==> src/rtl/boot_ctrl.sv <==
// boot_ctrl: boot and run sequencer for the single-cycle core.
//   Loads a program from a byte-wide valid/ready loader channel into
//   instruction memory as little-endian 32-bit words from byte address 0.
//   It then releases the core at PC 0, freezes it through test_halt on
//   pause_req, and reports completion on core halt or on a watchdog.
// Ports:
//   clk, reset          clock, synchronous active-high reset
//   start, load_len     load-and-run request, program length in words
//   rx_valid/rx_data    loader byte stream; rx_ready accepts a byte
//   imem_we/addr/wdata  instruction-memory write port (byte address)
//   cpu_reset           core reset, cpu_test_halt freezes the core, cpu_halted from core
//   pause_req           level request to freeze the running core
//   busy, done, timeout status; run_cycles counts RUN-state cycles
module boot_ctrl #(
    parameter int MAX_CYCLES = 100000,
    parameter int LEN_W      = 16
) (
    input  logic             clk,
    input  logic             reset,
    input  logic             start,
    input  logic [LEN_W-1:0] load_len,
    input  logic             rx_valid,
    input  logic [7:0]       rx_data,
    output logic             rx_ready,
    output logic             imem_we,
    output logic [63:0]      imem_addr,
    output logic [31:0]      imem_wdata,
    output logic             cpu_reset,
    output logic             cpu_test_halt,
    input  logic             cpu_halted,
    input  logic             pause_req,
    output logic             busy,
    output logic             done,
    output logic             timeout,
    output logic [31:0]      run_cycles
);

    typedef enum logic [2:0] {
        S_IDLE, S_LOAD, S_WRITE, S_RELEASE, S_RUN, S_PAUSE, S_DONE, S_TIMEOUT
    } state_t;

    localparam bit          WD_EN   = (MAX_CYCLES != 0);
    localparam logic [31:0] WD_LAST = WD_EN ? 32'(MAX_CYCLES - 1) : 32'd0;
    localparam logic [LEN_W:0] W_ONE = 1;

    state_t           state, state_nx;
    logic [LEN_W-1:0] len_q;
    // One bit wider than the length so a full 2^LEN_W-1 load never wraps.
    logic [LEN_W:0]   word_cnt;
    logic [LEN_W:0]   word_inc;
    logic [1:0]       byte_cnt;
    logic [31:0]      word_q, word_nx;
    logic             accept, start_ok, wd_hit;

    assign accept   = (state == S_LOAD) && rx_valid;
    assign start_ok = start && (state == S_IDLE || state == S_DONE || state == S_TIMEOUT);
    assign wd_hit   = WD_EN && (run_cycles == WD_LAST);
    assign word_inc = word_cnt + W_ONE;

    always_ff @(posedge clk) begin
        if (reset) state <= S_IDLE;
        else       state <= state_nx;
    end

    always_comb begin
        state_nx = state;
        word_nx  = word_q;
        if (accept) word_nx[{byte_cnt, 3'b000} +: 8] = rx_data;
        case (state)
            S_IDLE, S_DONE, S_TIMEOUT:
                if (start) state_nx = (load_len == '0) ? S_RELEASE : S_LOAD;
            S_LOAD:
                if (accept && byte_cnt == 2'd3) state_nx = S_WRITE;
            S_WRITE:
                state_nx = (word_inc == {1'b0, len_q}) ? S_RELEASE : S_LOAD;
            S_RELEASE:
                state_nx = S_RUN;
            S_RUN:
                if (cpu_halted)     state_nx = S_DONE;
                else if (wd_hit)    state_nx = S_TIMEOUT;
                else if (pause_req) state_nx = S_PAUSE;
            S_PAUSE:
                if (cpu_halted)      state_nx = S_DONE;
                else if (!pause_req) state_nx = S_RUN;
            default:
                state_nx = S_IDLE;
        endcase
    end

    // Datapath and outputs. Status outputs are registered decodes of the
    // next state, so they line up with the state register cycle for cycle.
    always_ff @(posedge clk) begin
        if (reset) begin
            len_q         <= '0;
            word_cnt      <= '0;
            byte_cnt      <= '0;
            word_q        <= '0;
            rx_ready      <= 1'b0;
            imem_we       <= 1'b0;
            imem_addr     <= '0;
            imem_wdata    <= '0;
            cpu_reset     <= 1'b1;
            cpu_test_halt <= 1'b0;
            busy          <= 1'b0;
            done          <= 1'b0;
            timeout       <= 1'b0;
            run_cycles    <= '0;
        end else begin
            if (start_ok) begin
                len_q    <= load_len;
                word_cnt <= '0;
                byte_cnt <= '0;
                word_q   <= '0;
            end
            if (accept) begin
                word_q   <= word_nx;
                byte_cnt <= byte_cnt + 2'd1;   // wraps to 0 after the 4th byte
            end
            if (state == S_WRITE) word_cnt <= word_inc;

            // Address and data are captured together with the strobe; the
            // 4th byte comes straight from word_nx.
            imem_we    <= (state_nx == S_WRITE);
            imem_addr  <= (state_nx == S_WRITE) ? 64'({word_cnt, 2'b00}) : 64'd0;
            imem_wdata <= (state_nx == S_WRITE) ? word_nx : 32'd0;

            if (start_ok || state == S_RELEASE)
                run_cycles <= '0;
            else if (state == S_RUN && run_cycles != 32'hFFFF_FFFF)
                run_cycles <= run_cycles + 32'd1;

            rx_ready      <= (state_nx == S_LOAD);
            cpu_reset     <= (state_nx == S_IDLE) || (state_nx == S_LOAD) ||
                             (state_nx == S_WRITE) || (state_nx == S_RELEASE);
            cpu_test_halt <= (state_nx == S_PAUSE) || (state_nx == S_TIMEOUT);
            // busy covers LOAD, RELEASE, RUN and PAUSE; the WRITE cycle is excluded.
            busy          <= (state_nx == S_LOAD) || (state_nx == S_RELEASE) ||
                             (state_nx == S_RUN) || (state_nx == S_PAUSE);
            done          <= (state_nx == S_DONE);
            timeout       <= (state_nx == S_TIMEOUT);
        end
    end

endmodule

==> config.mk <==
export PLATFORM = sky130hd
export DESIGN_NAME = boot_ctrl
export DESIGN_NICKNAME = d
export VERILOG_FILES = /design/src/rtl/boot_ctrl.sv
export SDC_FILE = /design/constraint.sdc
export NUM_CORES = 1
export LEC_CHECK = 0
export CORE_MARGIN = 5
export CORE_UTILIZATION = 51
export CTS_BUF_LIST = sky130_fd_sc_hd__clkbuf_16
export CTS_CLUSTER_SIZE = 20
export DETAILED_ROUTE_END_ITERATION = 8
export HOLD_SLACK_MARGIN = 0.05
export PLACE_DENSITY = 0.87
export SLEW_MARGIN = 20
export SYNTH_ARGS = -nofsm -noshare
export SYNTH_HDL_FRONTEND = slang
export SYNTH_SLANG_ARGS = --single-unit
export TNS_END_PERCENT = 100
==> constraint.sdc <==
create_clock -name clk -period 2.9 [get_ports clk]
set_clock_uncertainty 0.05 [all_clocks]
set_input_delay 0.29 -clock clk [delete_from_list [all_inputs] [get_ports clk]]
set_output_delay 0.29 -clock clk [all_outputs]
set_load 0.01 [all_outputs]
== Word level (Yosys, flattened, before mapping) ==
Cells that the tools add are included.

* Add/subtract/negate cells: 4
* Eq/ne operators: 18
* Shifts and indexed selects: 2
* Muxes and demuxes: 18
* Bitwise gates (word level): 1
* Reductions and logical operators: 22

{| class="wikitable"
|+ Operators with widths
! cell !! number
|-
| 2-to-1 mux 32 bit || 3
|-
| 2-to-1 mux 17 bit || 2
|-
| adder 32 x 1 -> 32 bit (second input constant) || 1
|-
| bitwise mux 32 bit || 1
|-
| equality test 32 x 17 -> 1 bit (second input constant) || 1
|-
| != test 32 bit (second input constant) || 1
|-
| variable shift 8 x 7 -> 32 bit (first input constant) || 1
|-
| variable part select 8 x 7 -> 32 bit || 1
|-
| equality test 3 bit (second input constant) || 8
|-
| 2-to-1 mux 3 bit || 7
|-
| case mux 3 bit (6 select lines) || 1
|-
| adder 17 x 1 -> 17 bit (second input constant) || 1
|-
| equality test 17 x 16 -> 1 bit || 1
|-
| logical NOT 16 bit || 1
|-
| equality test 3 x 2 -> 1 bit (second input constant) || 4
|-
| logical OR 1 bit || 10
|-
| 2-to-1 mux 2 bit || 4
|-
| negation 5 -> 7 bit || 1
|-
| equality test 3 x 1 -> 1 bit (second input constant) || 2
|-
| logical NOT 3 bit || 2
|-
| logical AND 1 bit || 4
|-
| nonzero test 2 bit || 2
|-
| OR reduction 2 bit || 2
|-
| OR reduction 3 bit || 1
|-
| other kinds (3) || 3
|}

* Register bits after elaboration: 205
* Output and inout port bits: 135
* Word-level logic and storage cells: 81

== Longest topological paths before layout ==
Gate-level depths: netlist (run 1).

* Word-level depth: 9
* Mapped depth: 9
* Depth with buffers taken out: 7

== Least setup slack after synthesis (run 1) ==
No wires, ideal clock.

* Path type: register to register
* Start: register word_cnt[1]
* End: register state[1]
* Arrival: 2.186 ns
* Required time: 2.733 ns
* Slack: 0.547 ns
* Stages on the path, launching flop included: 9
* Path buffers: 1
* Clock period less this slack: 2.353 ns
* Cells stage by stage: dfxtp_1 ha_1 buf_2 nand3_1 nor4_1 a21oi_1 mux4_2 and2_0 a22o_1

* Cells in the longest elaborated chain, start to end: 4

{| class="wikitable"
|+ Ends and longest elaborated chain
! element !! line !! RTL
|-
| start, declared || 49 || <nowiki>logic [LEN_W:0] word_cnt;</nowiki>
|-
| start signal, assigned || 119 || <nowiki>if (state == S_WRITE) word_cnt <= word_inc;</nowiki>
|-
| adder 17 x 1 -> 17 bit || 58 || <nowiki>assign word_inc = word_cnt + W_ONE;</nowiki>
|-
| equality test 17 x 16 -> 1 bit || 75 || <nowiki>state_nx = (word_inc == {1'b0, len_q}) ? S_RELEASE : S_LOAD;</nowiki>
|-
| 2-to-1 mux 2 bit || 75 ||
|-
| case mux 3 bit (6 select lines) || 69 || <nowiki>case (state)</nowiki>
|-
| end signal, assigned || 62 || <nowiki>else state <= state_nx;</nowiki>
|-
| end, declared || 46 || <nowiki>state_t state, state_nx;</nowiki>
|}

No other way between the ends.
A chain may end at the register's enable or synchronous reset.

== Worst setup path in the final report (run 1) ==
* Start: register state[2]
* End: register imem_wdata[0]

* Cells in the longest elaborated chain, start to end: 8

{| class="wikitable"
|+ Ends and longest elaborated chain
! element !! line !! RTL
|-
| equality test 3 x 1 -> 1 bit || 55, 69 ||
|-
| logical AND 1 bit || 55 || <nowiki>assign accept = (state == S_LOAD) && rx_valid;</nowiki>
|-
| logical AND 1 bit || 73 || <nowiki>if (accept && byte_cnt == 2'd3) state_nx = S_WRITE;</nowiki>
|-
| 2-to-1 mux 3 bit || 73 ||
|-
| case mux 3 bit (6 select lines) || 69 ||
|-
| equality test 3 x 2 -> 1 bit || 125 || <nowiki>imem_wdata <= (state_nx == S_WRITE) ? word_nx : 32'd0;</nowiki>
|-
| inverter 1 bit (no line) || n/a ||
|-
| OR reduction 2 bit (no line) || n/a ||
|-
| end signal, assigned || 125 ||
|-
| end, declared || 27 || <nowiki>output logic [31:0] imem_wdata,</nowiki>
|}

Parallel ways exist; a longest one is shown, timed or not.

==> reports/results.tsv, run 1 <==
metric	value	unit
Layout area overhead	24.9	%
Clock Sinks	158	
max frequency	0.394	GHz
reg-to-reg endpoint	imem_wdata[0]	
most frequent cell after synthesis	dfxtp_1	
Die Span Y	130	um
# diodes	0	
total power	5.28	mW
drt pass-1 iters	5	
Post-Route M1 WL	8060	um
final instance area	9160	sq um
gate count after technology mapping	892	
result of the run	completed	
post-DP HPWL	13400	um
die width	130	um
CP delay by family, top	compound AO/OA/AOI/OAI gates	
antenna viol nets, final	0	
RSZ-0062 raised after global routing	false	
#FFs+latches synth	158	
period utilization	87.4	%
Max FO, Critical Path	32	
I/O pins	165	
max-slew violations	0	
Setup TNS Final	0	ps
Starting DRT DRC Count	697	
crit start category	register	
syn avg cell area	8.22	sq um
Crit Path Class	reg2reg	
Worst setup EP type	register	
global-route wire length before repair	30900	um
R2R cell count	7	
DR DRC count	0	
worst path bufs/invs	1	
Final setup violation count	0	
layout cells sized above 1	7.19	%
Vias/cell	5.72	
Post-Route Utilization	65.5	%
final hold slack	208	ps
Place WS	188	ps
warnings from Yosys	0	
TritonCTS clock tree	built	
WP data required	3150	ps
worst endpoint data arrival time	2780	ps
cts hold-fix bufs	0	
WL final	19500	um
post-CTS setup buffers	0	
asr flop ratio synth	0	%
Hold Path Stages	2	
worst min path class	in2reg	
Synth Flop Type	dfxtp_1	
min cycle time layout	2540	ps
Root Driver	clkbuf_16	
Max rail drop VDD	0.368	mV
dpl cell area	8540	sq um
Post-synth EDFFs	0	
min-delay src	reset	
final std cells w/o fill	1196	
uppermost layer routed	met4	
Worst-Margin Slew	671	ps
Pleak	3.18	nW
Yosys top cell by area	dfxtp_1	
Rows	43	
Die Area	16900	sq um
Netlist cell types	63	
H-tree levels	4	
number of global-route vias before repair	6309	
largest net degree at the start of global routing	35	
max_cap viols	0	
GRT Total Usage	22.8	%
PwrDens	577	nW/um^2
core area	14000	sq um
Vias	6845	
# fillers	1136	
final hold vios	0	
Max transition margin	54.1	%
Post-Syn Area	7330	sq um
synth cell count leaders	dfxtp_1 (158), nand2_1 (122), a21oi_1 (93)	
synth top area cells	dfxtp_1 (43%), a21oi_1 (6.3%), nand2_1 (6.2%)	
CTS clk-pin slew, worst paths	70	ps
initial antenna violation count	0	
initial core utilization	52.4	%
worst reg2reg setup slack	360	ps
port buffer count	117	
placed instance count	1164	
Min-Delay Endpoint	state[0]	
gp weighted congestion	0.926	
R2R Path Start	state[2]	
WL met3	1850	um
Yosys top cell area share	43.1	%
total CTS buffers	17	
WL met2	9120	um
wire per inst	16.3	um
PostCTS Resize Cnt	0	
clk buf depth	2	
clk_lat worst skew	430	ps
Final #Nets	1040	
critical path's slowest cell	dfxtp_1	
final worst slack	365	ps
crit-path cells	nor4b_1, nand4_1, o41ai_1, a2bb2oi_1, o2111ai_2, buf_4, a21oi_1	
grt ovf	0	
Seq/Total Area, Yosys	43.1	%
CP max stage delay	550	ps
[routing by layer]
metal	track usage, %	vias up
li1	-	3246
met1	31.0	3209
met2	34.8	347
met3	5.12	43
met4	10.1	0
met5	0	-
[area by class of cell]
| class | count | area [sq um] | share of cell area, % |
|---|---|---|---|
| Multi-Input combinational cell | 667 | 3720 | 40.6 |
| Sequential cell | 158 | 3160 | 34.5 |
| Timing Repair Buffer | 145 | 1380 | 15.0 |
| Clock buffer | 17 | 425 | 4.65 |
| Tap cell | 180 | 225 | 2.46 |
| Clock inverter | 15 | 196 | 2.15 |
| Inverter | 14 | 52.6 | 0.574 |
[cell families after synthesis]
logic type	synth area share [%]
AO/OA/AOI/OAI	14.7
XOR/XNOR	5.49
adder cells (fa/ha/maj)	1.19
buffers and inverters	8.62
flip-flops	43.1
multiplexers	0.580
other	0.0511
AND/OR/NAND/NOR	26.2
[power breakdown]
group / internal, mW / leakage (nW) / total (mW) / switching [mW]
logic: 0.231 / 1.60 / 0.649 / 0.418
registers: 2.22 / 1.28 / 2.28 / 0.0561
clock network: 1.39 / 0.308 / 2.36 / 0.969
[worst max-delay path by stage]
stage                            from       endpoint  slack (ps)  cells past startpoint
after floorplan           word_cnt[1]       state[1]         550                      8
after global placement          start   imem_addr[3]         210                     10
after detailed placement  load_len[2]   imem_addr[4]         190                     10
after CTS                    state[2]       rx_ready         380                      7
after global routing         state[2]       rx_ready         140                      7
final                        state[2]  imem_wdata[0]         360                      7
[worst reg2reg max path: stages (launching register included)]
cell and delay [ps]:
dfxtp_1 550, nor4b_1 280, nand4_1 180, o41ai_1 540
a2bb2oi_1 190, o2111ai_2 140, buf_4 380, a21oi_1 100
[registers in the layout, indices dropped and copies added (netlist names)]
name / cells
word_q: 32
byte_cnt: 2
timeout: 1
cpu_test_halt: 1
rx_ready: 1
imem_wdata: 32
imem_addr: 17
run_cycles: 32
word_cnt: 17
imem_we: 1
done: 1
len_q: 16
state: 3
cpu_reset: 1
busy: 1
[placed cells by master (no fill, tap or decap), types with 3 or more instances in the layout]
master	instances
inv_1	13
clkdlybuf4s50_1	116
and4_1	5
and2_1	28
a21oi_1	93
ha_1	7
a2111oi_0	5
or3_1	16
nor2_1	90
nor4_1	12
xnor2_1	39
dfxtp_1	158
clkbuf_16	17
nor3b_1	4
a22oi_1	22
nand2_1	122
a31oi_1	4
a311oi_1	4
inv_6	4
bufinv_16	3
a211oi_1	4
xor2_1	7
inv_8	4
or4_1	9
nor4b_1	6
nor3_1	15
conb_1	47
nand3_1	37
and3_1	13
o21ai_0	20
buf_4	28
nand4_1	17
Note: power is estimated with default switching activity, not from simulation.
==> inputs of run 2 (changes only) <==
Settings changed: REMOVE_ABC_BUFFERS from default to 1.
==> run 2 against run 1 <==
Via count down 1.6%. Setup slack got worse by 230 ps. Sequential cell count did not move. Wire length grew 1.6%. Largest cell class unchanged.
==> reports/results.tsv, run 2 (synthesis results as in run 1) <==
metric	value	unit	change
Final setup violation count	0		unchanged
max_cap viols	0		unchanged
final hold vios	0		unchanged
core area	14000	sq um	unchanged
gp weighted congestion	0.897		was 0.926
Max transition margin	47.5	%	was 54.1%
H-tree levels	4		unchanged
Rows	43		unchanged
initial antenna violation count	0		unchanged
Hold Path Stages	2		unchanged
Root Driver	clkbuf_16		unchanged
# diodes	0		unchanged
Layout area overhead	24.5	%	was 24.9%
max-slew violations	0		unchanged
worst min path class	in2reg		unchanged
Comb pwr share	12.5	%	was 12.3%
global-route wire length before repair	31100	um	was 30900 um
R2R Path Start	word_cnt[0]		was state[2]
CTS clk-pin slew, worst paths	60	ps	was 70 ps
Vias/cell	5.62		was 5.72
met3 Use GR	6.14	%	was 5.12%
critical path's slowest cell	a2111oi_0		was dfxtp_1
result of the run	completed		unchanged
WL final	19800	um	was 19500 um
clk_lat worst skew	430	ps	about the same
met2 Resource Use GR	36.5	%	was 34.8%
R2R cell count	7		unchanged
Seq pwr share	44.4	%	was 43.1%
PostCTS Resize Cnt	0		unchanged
Vias	6733		was 6845
Die Span Y	130	um	unchanged
worst endpoint data arrival time	3030	ps	was 2780 ps
TritonCTS clock tree	built		unchanged
M1 GR Usage	31.2	%	was 31.0%
largest net degree at the start of global routing	45		was 35
placed instance count	1166		was 1164
layout cells sized above 1	7.07	%	was 7.19%
GRT Total Usage	23.2	%	was 22.8%
RSZ-0062 raised after global routing	false		unchanged
Starting DRT DRC Count	723		was 697
most frequent cells in the layout	dfxtp_1 (158), nand2_1 (122), clkdlybuf4s50_1 (116)		unchanged
power share of the clock group	43.1	%	was 44.6%
Max FO, Critical Path	10		was 32
number of global-route vias before repair	6254		was 6309
Largest regs	imem_wdata x32, run_cycles x32, word_q x32		unchanged
Final #Nets	1042		was 1040
crit-path cells	ha_1, nand4_1, or4_1, a22o_1, a2111oi_0, and4_1, a21oi_1		was nor4b_1, nand4_1, o41ai_1, a2bb2oi_1, o2111ai_2, buf_4, a21oi_1
Pleak	3.18	nW	about the same
WP data required	3160	ps	was 3150 ps
Worst-Margin Slew	781	ps	was 671 ps
most common cell after layout, fill and taps aside	dfxtp_1		unchanged
Worst setup EP type	register		unchanged
Power Internal	3.78	mW	was 3.84 mW
total CTS buffers	17		unchanged
PwrDens	561	nW/um^2	was 577 nW/um^2
clk buf depth	2		unchanged
max frequency	0.361	GHz	was 0.394 GHz
post-CTS setup buffers	0		unchanged
I/O pins	165		unchanged
min cycle time layout	2770	ps	was 2540 ps
grt ovf	0		unchanged
Clock Sinks	158		unchanged
min-delay src	reset		unchanged
Die Area	16900	sq um	unchanged
worst reg2reg setup slack	130	ps	was 360 ps
drt pass-1 iters	5		unchanged
die width	130	um	unchanged
Most Crowded Layer GR	met2		unchanged
Sw Ratio	26.2	%	was 27.3%
initial core utilization	52.4	%	unchanged
CP max stage delay	550	ps	about the same
DR DRC count	0		unchanged
Min-Delay Endpoint	state[0]		unchanged
cts hold-fix bufs	0		unchanged
reg-to-reg endpoint	rx_ready		was imem_wdata[0]
P_sw	1.34	mW	was 1.44 mW
dpl cell area	8550	sq um	was 8540 sq um
crit start category	register		unchanged
final instance area	9130	sq um	was 9160 sq um
wire per inst	16.5	um	was 16.3 um
Crit Path Class	reg2reg		unchanged
period utilization	95.4	%	was 87.4%
antenna viol nets, final	0		unchanged
post-DP HPWL	13800	um	was 13400 um
Max rail drop VDD	0.397	mV	was 0.368 mV
port buffer count	117		unchanged
final std cells w/o fill	1198		was 1196
-- run 2: power groups by stage --
stage / combinational, mW / clock [mW] / sequential, mW
final: 0.641 / 2.21 / 2.27
after floorplan: 0.357 / 0 / 2.32
after detailed placement: 0.629 / 0 / 2.32
after global routing: 0.702 / 2.34 / 2.28
after global placement: 0.619 / 0 / 2.32
after CTS: 0.632 / 2.23 / 2.27
-- run 2: how the worst max path moves through the flow --
| stage | cells past startpoint | start | slack [ps] | to |
|---|---|---|---|---|
| 2_1_floorplan | 6 | run_cycles[24] | -30 | run_cycles[10] |
| 3_3_place_gp | 8 | load_len[14] | 260 | imem_wdata[3] |
| 3_5_place_dp | 8 | load_len[14] | 130 | imem_wdata[7] |
| 4_1_cts | 7 | word_cnt[0] | 240 | rx_ready |
| 5_1_grt | 7 | word_cnt[1] | 80 | rx_ready |
| 6_report | 7 | word_cnt[0] | 130 | rx_ready |
-- run 2: per-stage QoR --
stage          setup WS [ps]  TNS, ps  hold slack (ps)  power [mW]  utilization (%)
5_1_grt                 83.5        0              186        5.33             65.3
3_3_place_gp             262        0              389        2.94             61.1
2_1_floorplan          -32.3    -32.3              309        2.68                -
6_report                 133        0              175        5.12             65.3
4_1_cts                  235        0              157        5.14             65.3
3_5_place_dp             131        0              396        2.95             61.1
-- run 2: routing by layer --
metal	vias up	part of all wire, %
met5	-	0
met4	0	1.7
met3	25	9.2
met2	318	46
met1	3147	43
li1	3243	-
-- run 2: worst max-delay path: cells and delay by family (launching register included) --
kind                       cells  cell delay (ps)
adders and majority gates      1              370
AOI/OAI and AO/OA              3              860
and+or+nand+nor                3             1030
DFF                            1              330
-- run 2: area by class of cell --
cell class	instances	area (sq um)
fill	1195	4860
multi-input combinational	667	3720
clock buffer	17	425
inverter	14	52.6
sequential	158	3160
timing repair buffer	147	1390
clock inverter	15	155
tap	180	225
